$ cat config.mk
export PLATFORM = sky130hd
export DESIGN_NAME = parking_slot_ctrl
export DESIGN_NICKNAME = d
export VERILOG_FILES = /design/src/rtl/parking_slot_ctrl.sv
export SDC_FILE = /design/constraint.sdc
export NUM_CORES = 1
export LEC_CHECK = 0
export CORE_MARGIN = 4
export CORE_UTILIZATION = 56
export DETAILED_ROUTE_END_ITERATION = 8
export GPL_ROUTABILITY_DRIVEN = 0
export PLACE_DENSITY = 0.8
export REMOVE_ABC_BUFFERS = 1
export SLEW_MARGIN = 20
export SYNTH_ARGS = -nofsm -noshare
export SYNTH_HDL_FRONTEND = slang
export SYNTH_SLANG_ARGS = --single-unit
$ cat constraint.sdc
create_clock -name clk -period 10.6 [get_ports clk]
set_input_delay 1.59 -clock clk [delete_from_list [all_inputs] [get_ports clk]]
set_output_delay 1.59 -clock clk [all_outputs]
set_load 0.01 [all_outputs]
$ cat src/rtl/parking_slot_ctrl.sv
// parking_slot_ctrl: N-slot garage occupancy tracker with nearest-free-slot
// allocation, exit by slot number, door-open timer and reject/err pulses.
module parking_slot_ctrl #(
  parameter int N_SLOTS  = 8,
  parameter int SLOT_W   = $clog2(N_SLOTS),
  parameter int DOOR_CYC = 2000
) (
  input  logic                clk,
  input  logic                rst,
  input  logic                car_in,
  input  logic                car_out,
  input  logic [SLOT_W-1:0]   out_slot,
  output logic                door_open,
  output logic                full,
  output logic [SLOT_W:0]     free_count,
  output logic [SLOT_W-1:0]   near_slot,
  output logic [N_SLOTS-1:0]  occupancy,
  output logic                reject,
  output logic                err,
  output logic [1:0]          state
);

  localparam int TMR_W = $clog2(DOOR_CYC);
  localparam logic [TMR_W-1:0] TMR_LOAD = TMR_W'(DOOR_CYC - 1);
  localparam logic [SLOT_W:0] N_SLOTS_W = (SLOT_W + 1)'(N_SLOTS);

  typedef enum logic [1:0] {
    IDLE  = 2'd0,
    ENTRY = 2'd1,
    EXIT  = 2'd2
  } state_t;

  state_t             state_q, state_d;
  logic [N_SLOTS-1:0] occupancy_q, occupancy_d;
  logic [TMR_W-1:0]   timer_q, timer_d;
  logic               reject_q, reject_d;
  logic               err_q, err_d;

  logic [SLOT_W:0]    occ_cnt;
  logic [N_SLOTS-1:0] exit_hit;   // one-hot of out_slot; all zero when out of range
  logic [N_SLOTS-1:0] near_hit;   // one-hot of near_slot
  logic               exit_legal;

  // One-hot decode of the requested exit slot and the allocation slot.
  // Indices >= N_SLOTS never match, so an out-of-range exit has no hit.
  for (genvar gi = 0; gi < N_SLOTS; gi++) begin : g_slot_dec
    assign exit_hit[gi] = (out_slot == SLOT_W'(gi));
    assign near_hit[gi] = (near_slot == SLOT_W'(gi));
  end

  assign exit_legal = |(exit_hit & occupancy_q);

  // Popcount of occupied slots at SLOT_W+1 bits so N_SLOTS is representable.
  always_comb begin
    occ_cnt = '0;
    for (int i = 0; i < N_SLOTS; i++) begin
      occ_cnt = occ_cnt + {{SLOT_W{1'b0}}, occupancy_q[i]};
    end
  end

  // Lowest-index free slot; scanning downward lets the lowest zero win.
  always_comb begin
    near_slot = '0;
    for (int i = N_SLOTS - 1; i >= 0; i--) begin
      if (!occupancy_q[i]) begin
        near_slot = SLOT_W'(i);
      end
    end
  end

  assign free_count = N_SLOTS_W - occ_cnt;
  assign full       = (free_count == '0);
  assign door_open  = (state_q != IDLE);
  assign occupancy  = occupancy_q;
  assign reject     = reject_q;
  assign err        = err_q;
  assign state      = state_q;

  // Next-state logic: exit beats entry; an illegal exit still lets the
  // same-cycle entry be evaluated. Requests outside IDLE are ignored.
  always_comb begin
    state_d     = state_q;
    occupancy_d = occupancy_q;
    timer_d     = timer_q;
    reject_d    = 1'b0;
    err_d       = 1'b0;
    case (state_q)
      IDLE: begin
        if (car_out) begin
          if (exit_legal) begin
            occupancy_d = occupancy_q & ~exit_hit;
            timer_d     = TMR_LOAD;
            state_d     = EXIT;
          end else begin
            err_d = 1'b1;
          end
        end
        if (car_in && !(car_out && exit_legal)) begin
          if (full) begin
            reject_d = 1'b1;
          end else begin
            occupancy_d = occupancy_q | near_hit;
            timer_d     = TMR_LOAD;
            state_d     = ENTRY;
          end
        end
      end
      ENTRY, EXIT: begin
        if (timer_q == '0) begin
          state_d = IDLE;
        end else begin
          timer_d = timer_q - 1'b1;
        end
      end
      default: begin
        state_d = IDLE;
      end
    endcase
  end

  // State, occupancy, timer and pulse flops with synchronous active-low reset.
  always_ff @(posedge clk) begin
    if (!rst) begin
      state_q     <= IDLE;
      occupancy_q <= '0;
      timer_q     <= '0;
      reject_q    <= 1'b0;
      err_q       <= 1'b0;
    end else begin
      state_q     <= state_d;
      occupancy_q <= occupancy_d;
      timer_q     <= timer_d;
      reject_q    <= reject_d;
      err_q       <= err_d;
    end
  end

endmodule
==> reports/results.ini, run 1 <==
[clock_network]
insertion_delay_ns = 0.31
maximum_buffer_depth_of_the_clock_tree = 2
clock_tree.root_cell = sky130_fd_sc_hd__clkbuf_4
h-tree-depth = 1
postCtsSetupRepairBufs = 0
cts_tree = done
cts.reportedPaths.clkPinSlew_ns = 0.13
tritoncts.num_buffers = 3
numClockSinks = 23
holdBufCountCts = 0
post_cts_resized = 0

[synthesis]
main_synth_ff_type = sky130_fd_sc_hd__dfxtp_1
syn-cell-area_um2 = 1570
ys_seq_area_share_pct = 29.3
yosysWarningCount = 0
synthDistinctLibCells = 54
post-synth-top-area-fraction_pct = 29.3
synth-edff-count = 0
avgSynthCellArea_um2 = 8.36
syn-instance-count = 188
synth.area.top_cells = sky130_fd_sc_hd__dfxtp_1 29%, sky130_fd_sc_hd__inv_1 6.2%, sky130_fd_sc_hd__ha_1 5.6%
postSynth.asyncResetShare_pct = 0
postSynthRegisterBits = 23
synthDominantAreaCellType = sky130_fd_sc_hd__dfxtp_1

[grt]
global_route_wire_length_before_repair_mm = 6.91
antenna_found_initial = 0
grt_start_max_net_pins = 16
first_global_vias = 1550
grt.total_usage_pct = 24.5
grt_remaining_overflow = 0

[power]
vdd_ir_drop_max_v = 0.000130
comb_power_share_pct = 37.2
power.static_leakage_uw = 0.000716
p_seq_share_pct = 45.2
internal_power_uw = 150
clockPowerShare_pct = 17.6
cell_area_power_density_nw_per_um2 = 128
power.share.switching_pct = 37.5
net_switching_power_of_the_design_uw = 89.9

[route]
ant_nets = 0
total_via_count_after_detailed_routing = 1595
met2_length_mm = 1.80
drt-met1-wl_mm = 1.90
dr.pass1.iters = 5
routed_wirelength_mm = 4.04
detailedRoute.firstIterationViolations = 114
dr_drc_count = 0
route.detailed.vias_per_inst = 6.59
drt-wirelength-per-cell_um = 16.7
wl_met3_um = 311
maxUsedRoutingLayer = met4

[finish]
layout-area-overhead-vs-synth_pct = 19.0
n_antenna_cell = 0
non_filler_cells_final = 242
layout-drive-gt1-share_pct = 5.19
final_cell_mix = 27 x sky130_fd_sc_hd__clkdlybuf4s50_1, 26 x sky130_fd_sc_hd__inv_1, 23 x sky130_fd_sc_hd__dfxtp_1, 15 x sky130_fd_sc_hd__nand2_1, 13 x sky130_fd_sc_hd__nor2_1
num-nets-final = 231
final_common_cell = sky130_fd_sc_hd__clkdlybuf4s50_1

[setup_path]
crit_family = adder cells
critical_path_required_ns = 9.01
timing.critical_path.arrival_ns = 3.46
count_of_cell_instances_traversed_by_the_critical_path = 9
path_buf_inv = 4
slowest_delay_ns = 0.57
worst_setup_path_end_kind = primary output
critical-path-slowest-cell = sky130_fd_sc_hd__fa_1
critPathKind = reg -> out
critical_path_peak_fanout = 6
cp-start-kind = flop
timing.reg2reg.worst_path_depth = 11
cell_by_cell_trace_of_the_critical_path = inv_1 -> fa_1 -> ha_1 -> fa_1 -> inv_1 -> fa_1 -> nand3b_1 -> inv_1 -> clkdlybuf4s50_1

[min_path]
min_path_type = reg -> reg
timing.hold.worst_path_depth = 2

[sta]
timing.final.crit_share_pct = 47.6
drv_slew = 0
period_minus_slack_ns = 5.05
max_clock_freq_mhz = 198
finalSetupViolCount = 0
worst_clock_skew_ns = 0.00232
timing.max_slew.rel_slack_pct = 58.3
timing.final.hold_violations = 0
final.setup.worst_slack_ns = 5.55
worst_pin_slew_ns = 0.624
rsz0062_at_grt = no
final.setup.tns_ns = 0

[placed_design]
buffer_ports.inserted = 27
placedCellCount = 238
place_ws_ns = 5.92
dp_hpwl_mm = 3.07

[flow_run]
drv_cap = 0

[status]
result_of_the_run = complete, no violations

[floorplan]
design.portCount = 28
die-height_um = 61.0
rows = 18
floorplan.die.width_um = 61.0
die-area_um2 = 3720
start_util_pct = 61.2
floorplan.core_area_um2 = 2570

metal layers:
layer / up-vias / GRT usage [%]
met5: - / 0
met4: 0 / 10.5
met3: 6 / 6.17
met2: 77 / 35.4
met1: 764 / 34.4
li1: 748 / -
final cells by class:
cell class	instances	area [um^2]
Multi-Input combinational cell	132	977
Fill cell	204	697
Sequential cell	23	460
Timing Repair Buffer	27	270
Inverter	26	97.6
Tap cell	30	37.5
Clock buffer	3	22.5
Clock inverter	1	5.00
worst paths after layout:
path,slack (ns),start,endpoint
setup reg to reg,6.92,occupancy[4]$_SDFFE_PN0P_,timer_q[3]$_SDFFE_PN0P_
hold / removal,0.52,timer_q[1]$_SDFFE_PN0P_,timer_q[1]$_SDFFE_PN0P_
hold reg to reg,0.52,timer_q[1]$_SDFFE_PN0P_,timer_q[1]$_SDFFE_PN0P_
setup / recovery,5.55,occupancy[4]$_SDFFE_PN0P_,full
worst min-delay path, stage by stage, from the launching register on:
cell	delay, ns
sky130_fd_sc_hd__dfxtp_1	0.35
sky130_fd_sc_hd__nand2_1	0.06
sky130_fd_sc_hd__a31oi_1	0.07
synth_stat cells (3+ instances only):
| master | instances |
|---|---|
| sky130_fd_sc_hd__a211oi_1 | 3 |
| sky130_fd_sc_hd__nor2_1 | 13 |
| sky130_fd_sc_hd__a31oi_1 | 5 |
| sky130_fd_sc_hd__a21oi_1 | 9 |
| sky130_fd_sc_hd__o21ai_0 | 6 |
| sky130_fd_sc_hd__inv_1 | 26 |
| sky130_fd_sc_hd__clkbuf_1 | 4 |
| sky130_fd_sc_hd__nand3_1 | 7 |
| sky130_fd_sc_hd__nor2b_1 | 3 |
| sky130_fd_sc_hd__fa_1 | 4 |
| sky130_fd_sc_hd__or3_1 | 5 |
| sky130_fd_sc_hd__nand2_1 | 15 |
| sky130_fd_sc_hd__nor3_1 | 6 |
| sky130_fd_sc_hd__ha_1 | 7 |
| sky130_fd_sc_hd__a41oi_1 | 3 |
| sky130_fd_sc_hd__dfxtp_1 | 23 |
sequential cells by signal (all words and copies together) (netlist names):
signal,flops
timer_q,11
occupancy,8
state,2
err,1
reject,1
metrics by stage:
step	instance area, um^2	hold slack (ns)	util, %	power, uW
after floorplan	1540	0.464	-	165
final	1870	0.521	72.9	240
after CTS	1870	0.515	72.9	238
after global routing	1870	0.536	72.9	257
after detailed placement	1840	0.497	71.8	197
after global placement	1840	0.484	71.8	194
kinds of logic (layout without fill, tap and decap cells):
family,Yosys count,in the layout,share of synthesized area [%]
buffers and inverters,33,57,8.52
muxes,1,1,0.637
DFF,23,23,29.3
adders and majority gates,11,11,10.7
AOI/OAI and AO/OA,52,52,26.3
and+or+nand+nor,67,67,24.0
xor gates and xnor gates,1,1,0.557
power by group through the flow:
stage / logic, uW / registers (uW) / clock network, uW
2_1_floorplan: 57.5 / 108 / 0
3_3_place_gp: 84.9 / 109 / 0
3_5_place_dp: 87.3 / 110 / 0
4_1_cts: 87.7 / 108 / 42.2
5_1_grt: 99.7 / 110 / 47.2
6_report: 89.3 / 108 / 42.1
Note: power is estimated with default switching activity, not from simulation.
==> run 2: changes to the inputs <==
--- a/config.mk
+++ b/config.mk
@@ -6,10 +6,10 @@
 export NUM_CORES = 1
 export LEC_CHECK = 0
 export CORE_MARGIN = 4
-export CORE_UTILIZATION = 56
+export CORE_UTILIZATION = 52
 export DETAILED_ROUTE_END_ITERATION = 8
 export GPL_ROUTABILITY_DRIVEN = 0
-export PLACE_DENSITY = 0.8
+export PLACE_DENSITY = 0.75
 export REMOVE_ABC_BUFFERS = 1
 export SLEW_MARGIN = 20
 export SYNTH_ARGS = -nofsm -noshare
==> constraint.sdc (replaced) <==
create_clock -name clk -period 5.15 [get_ports clk]
set_input_delay 0.7725 -clock clk [delete_from_list [all_inputs] [get_ports clk]]
set_output_delay 0.7725 -clock clk [all_outputs]
set_load 0.01 [all_outputs]
==> run 2 against run 1 <==
Design area hardly changed. Worst setup slack worse by 4.7 ns. Count of clock-buffer cells in the layout stayed put. First-iteration DRC count is 38% higher.
==> reports/results.ini, run 2 (synthesis gave the netlist of run 1 again) <==
[route]
routed_wirelength_mm = 4.20  ; +3.9%
total_via_count_after_detailed_routing = 1554  ; -2.6%
dr.pass1.iters = 5  ; unchanged
ant_nets = 0  ; unchanged
route.detailed.vias_per_inst = 6.40  ; -3.0%
dr_drc_count = 0  ; unchanged
drt-wirelength-per-cell_um = 17.3  ; +3.5%
detailedRoute.firstIterationViolations = 157  ; +38%

[setup_path]
critical_path_required_ns = 4.38  ; -4.63 ns
cp-start-kind = flop
critical_path_peak_fanout = 6  ; unchanged
critPathKind = reg -> out
cell_by_cell_trace_of_the_critical_path = inv_1 -> fa_1 -> ha_1 -> fa_1 -> inv_1 -> fa_1 -> nand3b_1 -> inv_1 -> clkdlybuf4s50_1
path_buf_inv = 4  ; unchanged
critical-path-slowest-cell = sky130_fd_sc_hd__fa_1
crit_family = adder cells
slowest_delay_ns = 0.55  ; -0.02 ns
timing.critical_path.arrival_ns = 3.49  ; +0.03 ns
worst_setup_path_end_kind = primary output

[floorplan]
die-area_um2 = 3970  ; +6.7%
die-height_um = 63.0  ; +3.3%
rows = 19  ; +1
start_util_pct = 55.6  ; -5.7 points
floorplan.core_area_um2 = 2830  ; +10%
design.portCount = 28  ; unchanged
floorplan.die.width_um = 63.0  ; +3.3%

[sta]
worst_pin_slew_ns = 0.592  ; -0.0322 ns
timing.max_slew.rel_slack_pct = 60.4  ; +2.2 points
period_minus_slack_ns = 4.27
final.setup.tns_ns = 0  ; unchanged
finalSetupViolCount = 0  ; unchanged
rsz0062_at_grt = no
final.setup.worst_slack_ns = 0.885  ; -4.67 ns
worst_clock_skew_ns = 0.0301  ; +0.0278 ns
drv_slew = 0  ; unchanged
timing.final.crit_share_pct = 82.8
timing.final.hold_violations = 0  ; unchanged
max_clock_freq_mhz = 234

[grt]
first_global_vias = 1548  ; -0.13%
antenna_found_initial = 0  ; unchanged
grt_remaining_overflow = 0  ; unchanged
global_route_wire_length_before_repair_mm = 7.22  ; +4.5%
grt.total_usage_pct = 22.2  ; -2.3 points
grt_start_max_net_pins = 16  ; unchanged

[min_path]
min_path_type = reg -> reg

[clock_network]
maximum_buffer_depth_of_the_clock_tree = 2  ; unchanged
cts_tree = done
postCtsSetupRepairBufs = 0  ; unchanged
insertion_delay_ns = 0.32  ; about the same
h-tree-depth = 1  ; unchanged
post_cts_resized = 0  ; unchanged
holdBufCountCts = 0  ; unchanged
cts.reportedPaths.clkPinSlew_ns = 0.15  ; +0.02 ns
clock_tree.root_cell = sky130_fd_sc_hd__clkbuf_4
tritoncts.num_buffers = 3  ; unchanged
numClockSinks = 23  ; unchanged

[placed_design]
place_ws_ns = 1.28  ; -4.64 ns
buffer_ports.inserted = 27  ; unchanged
placedCellCount = 239  ; +0.42%
dp_hpwl_mm = 3.29  ; +7.1%

[power]
power.static_leakage_uw = 0.000716  ; unchanged
clockPowerShare_pct = 17.2  ; -0.4 points
p_seq_share_pct = 45.4  ; +0.2 points
net_switching_power_of_the_design_uw = 183  ; +100%
vdd_ir_drop_max_v = 0.000197  ; +52%
comb_power_share_pct = 37.3  ; about the same
internal_power_uw = 309  ; +110%
cell_area_power_density_nw_per_um2 = 263  ; +100%
power.share.switching_pct = 37.2  ; -0.27 points

[finish]
non_filler_cells_final = 243  ; +0.41%
num-nets-final = 231  ; unchanged
final_common_cell = sky130_fd_sc_hd__clkdlybuf4s50_1
n_antenna_cell = 0  ; unchanged
largest_register_ffs = 11  ; unchanged
registers.top_by_ff_count = timer_q
layout-drive-gt1-share_pct = 5.19  ; unchanged
layout-area-overhead-vs-synth_pct = 19.1  ; about the same
final_cell_mix = 27 x sky130_fd_sc_hd__clkdlybuf4s50_1, 26 x sky130_fd_sc_hd__inv_1, 23 x sky130_fd_sc_hd__dfxtp_1, 15 x sky130_fd_sc_hd__nand2_1, 13 x sky130_fd_sc_hd__nor2_1

[status]
result_of_the_run = complete, no violations

[flow_run]
drv_cap = 0  ; unchanged

[run 2: worst reg2reg max path: stages (launching register included)]
cell                       delay, ns
sky130_fd_sc_hd__dfxtp_1        0.45
sky130_fd_sc_hd__inv_1          0.13
sky130_fd_sc_hd__fa_1           0.51
sky130_fd_sc_hd__ha_1           0.21
sky130_fd_sc_hd__fa_1           0.51
sky130_fd_sc_hd__inv_1          0.06
sky130_fd_sc_hd__fa_1           0.55
sky130_fd_sc_hd__nand3b_1       0.12
sky130_fd_sc_hd__and2_1         0.31
sky130_fd_sc_hd__a21oi_1        0.30
sky130_fd_sc_hd__nand2_1        0.18
sky130_fd_sc_hd__o2111a_1       0.29
[run 2: final timing paths]
check                                               start                      end  slack [ns]  cells past startpoint
worst min register to register    timer_q[1]$_SDFFE_PN0P_  timer_q[1]$_SDFFE_PN0P_        0.51                      2
worst max register to register  occupancy[4]$_SDFFE_PN0P_  timer_q[3]$_SDFFE_PN0P_        1.44                     11
worst min-delay path              timer_q[1]$_SDFFE_PN0P_  timer_q[1]$_SDFFE_PN0P_        0.51                      2
worst max-delay path            occupancy[4]$_SDFFE_PN0P_                     full        0.88                      9
[run 2: per-layer routing]
layer  wire length [um]  track usage, %
met5                  0               0
met4                 70            6.89
met3                188            3.96
met2               2130            41.0
met1               1810            25.5
[run 2: power groups by stage]
stage | sequential, uW | clock (uW) | combinational, uW
3_5_place_dp | 226 | 0 | 181
3_3_place_gp | 224 | 0 | 175
2_1_floorplan | 222 | 0 | 118
5_1_grt | 227 | 97.2 | 204
4_1_cts | 223 | 86.9 | 183
6_report | 223 | 84.7 | 183
[run 2: through the flow]
stage                     total power (uW)  utilization (%)  area, um^2  hold slack, ns
after floorplan                        341                -        1540           0.464
after global placement                 400             65.2        1840           0.488
after detailed placement               408             65.2        1840           0.490
after CTS                              492             66.2        1870           0.510
after global routing                   528             66.2        1870           0.538
final                                  491             66.2        1870           0.506
[run 2: final cells by class]
type                       count  area, um^2
sequential                    23         460
inverter                      26        97.6
clock buffer                   3        22.5
tap                           31        38.8
timing repair buffer          27         270
fill                         243         957
multi-input combinational    132         977
clock inverter                 1        5.00
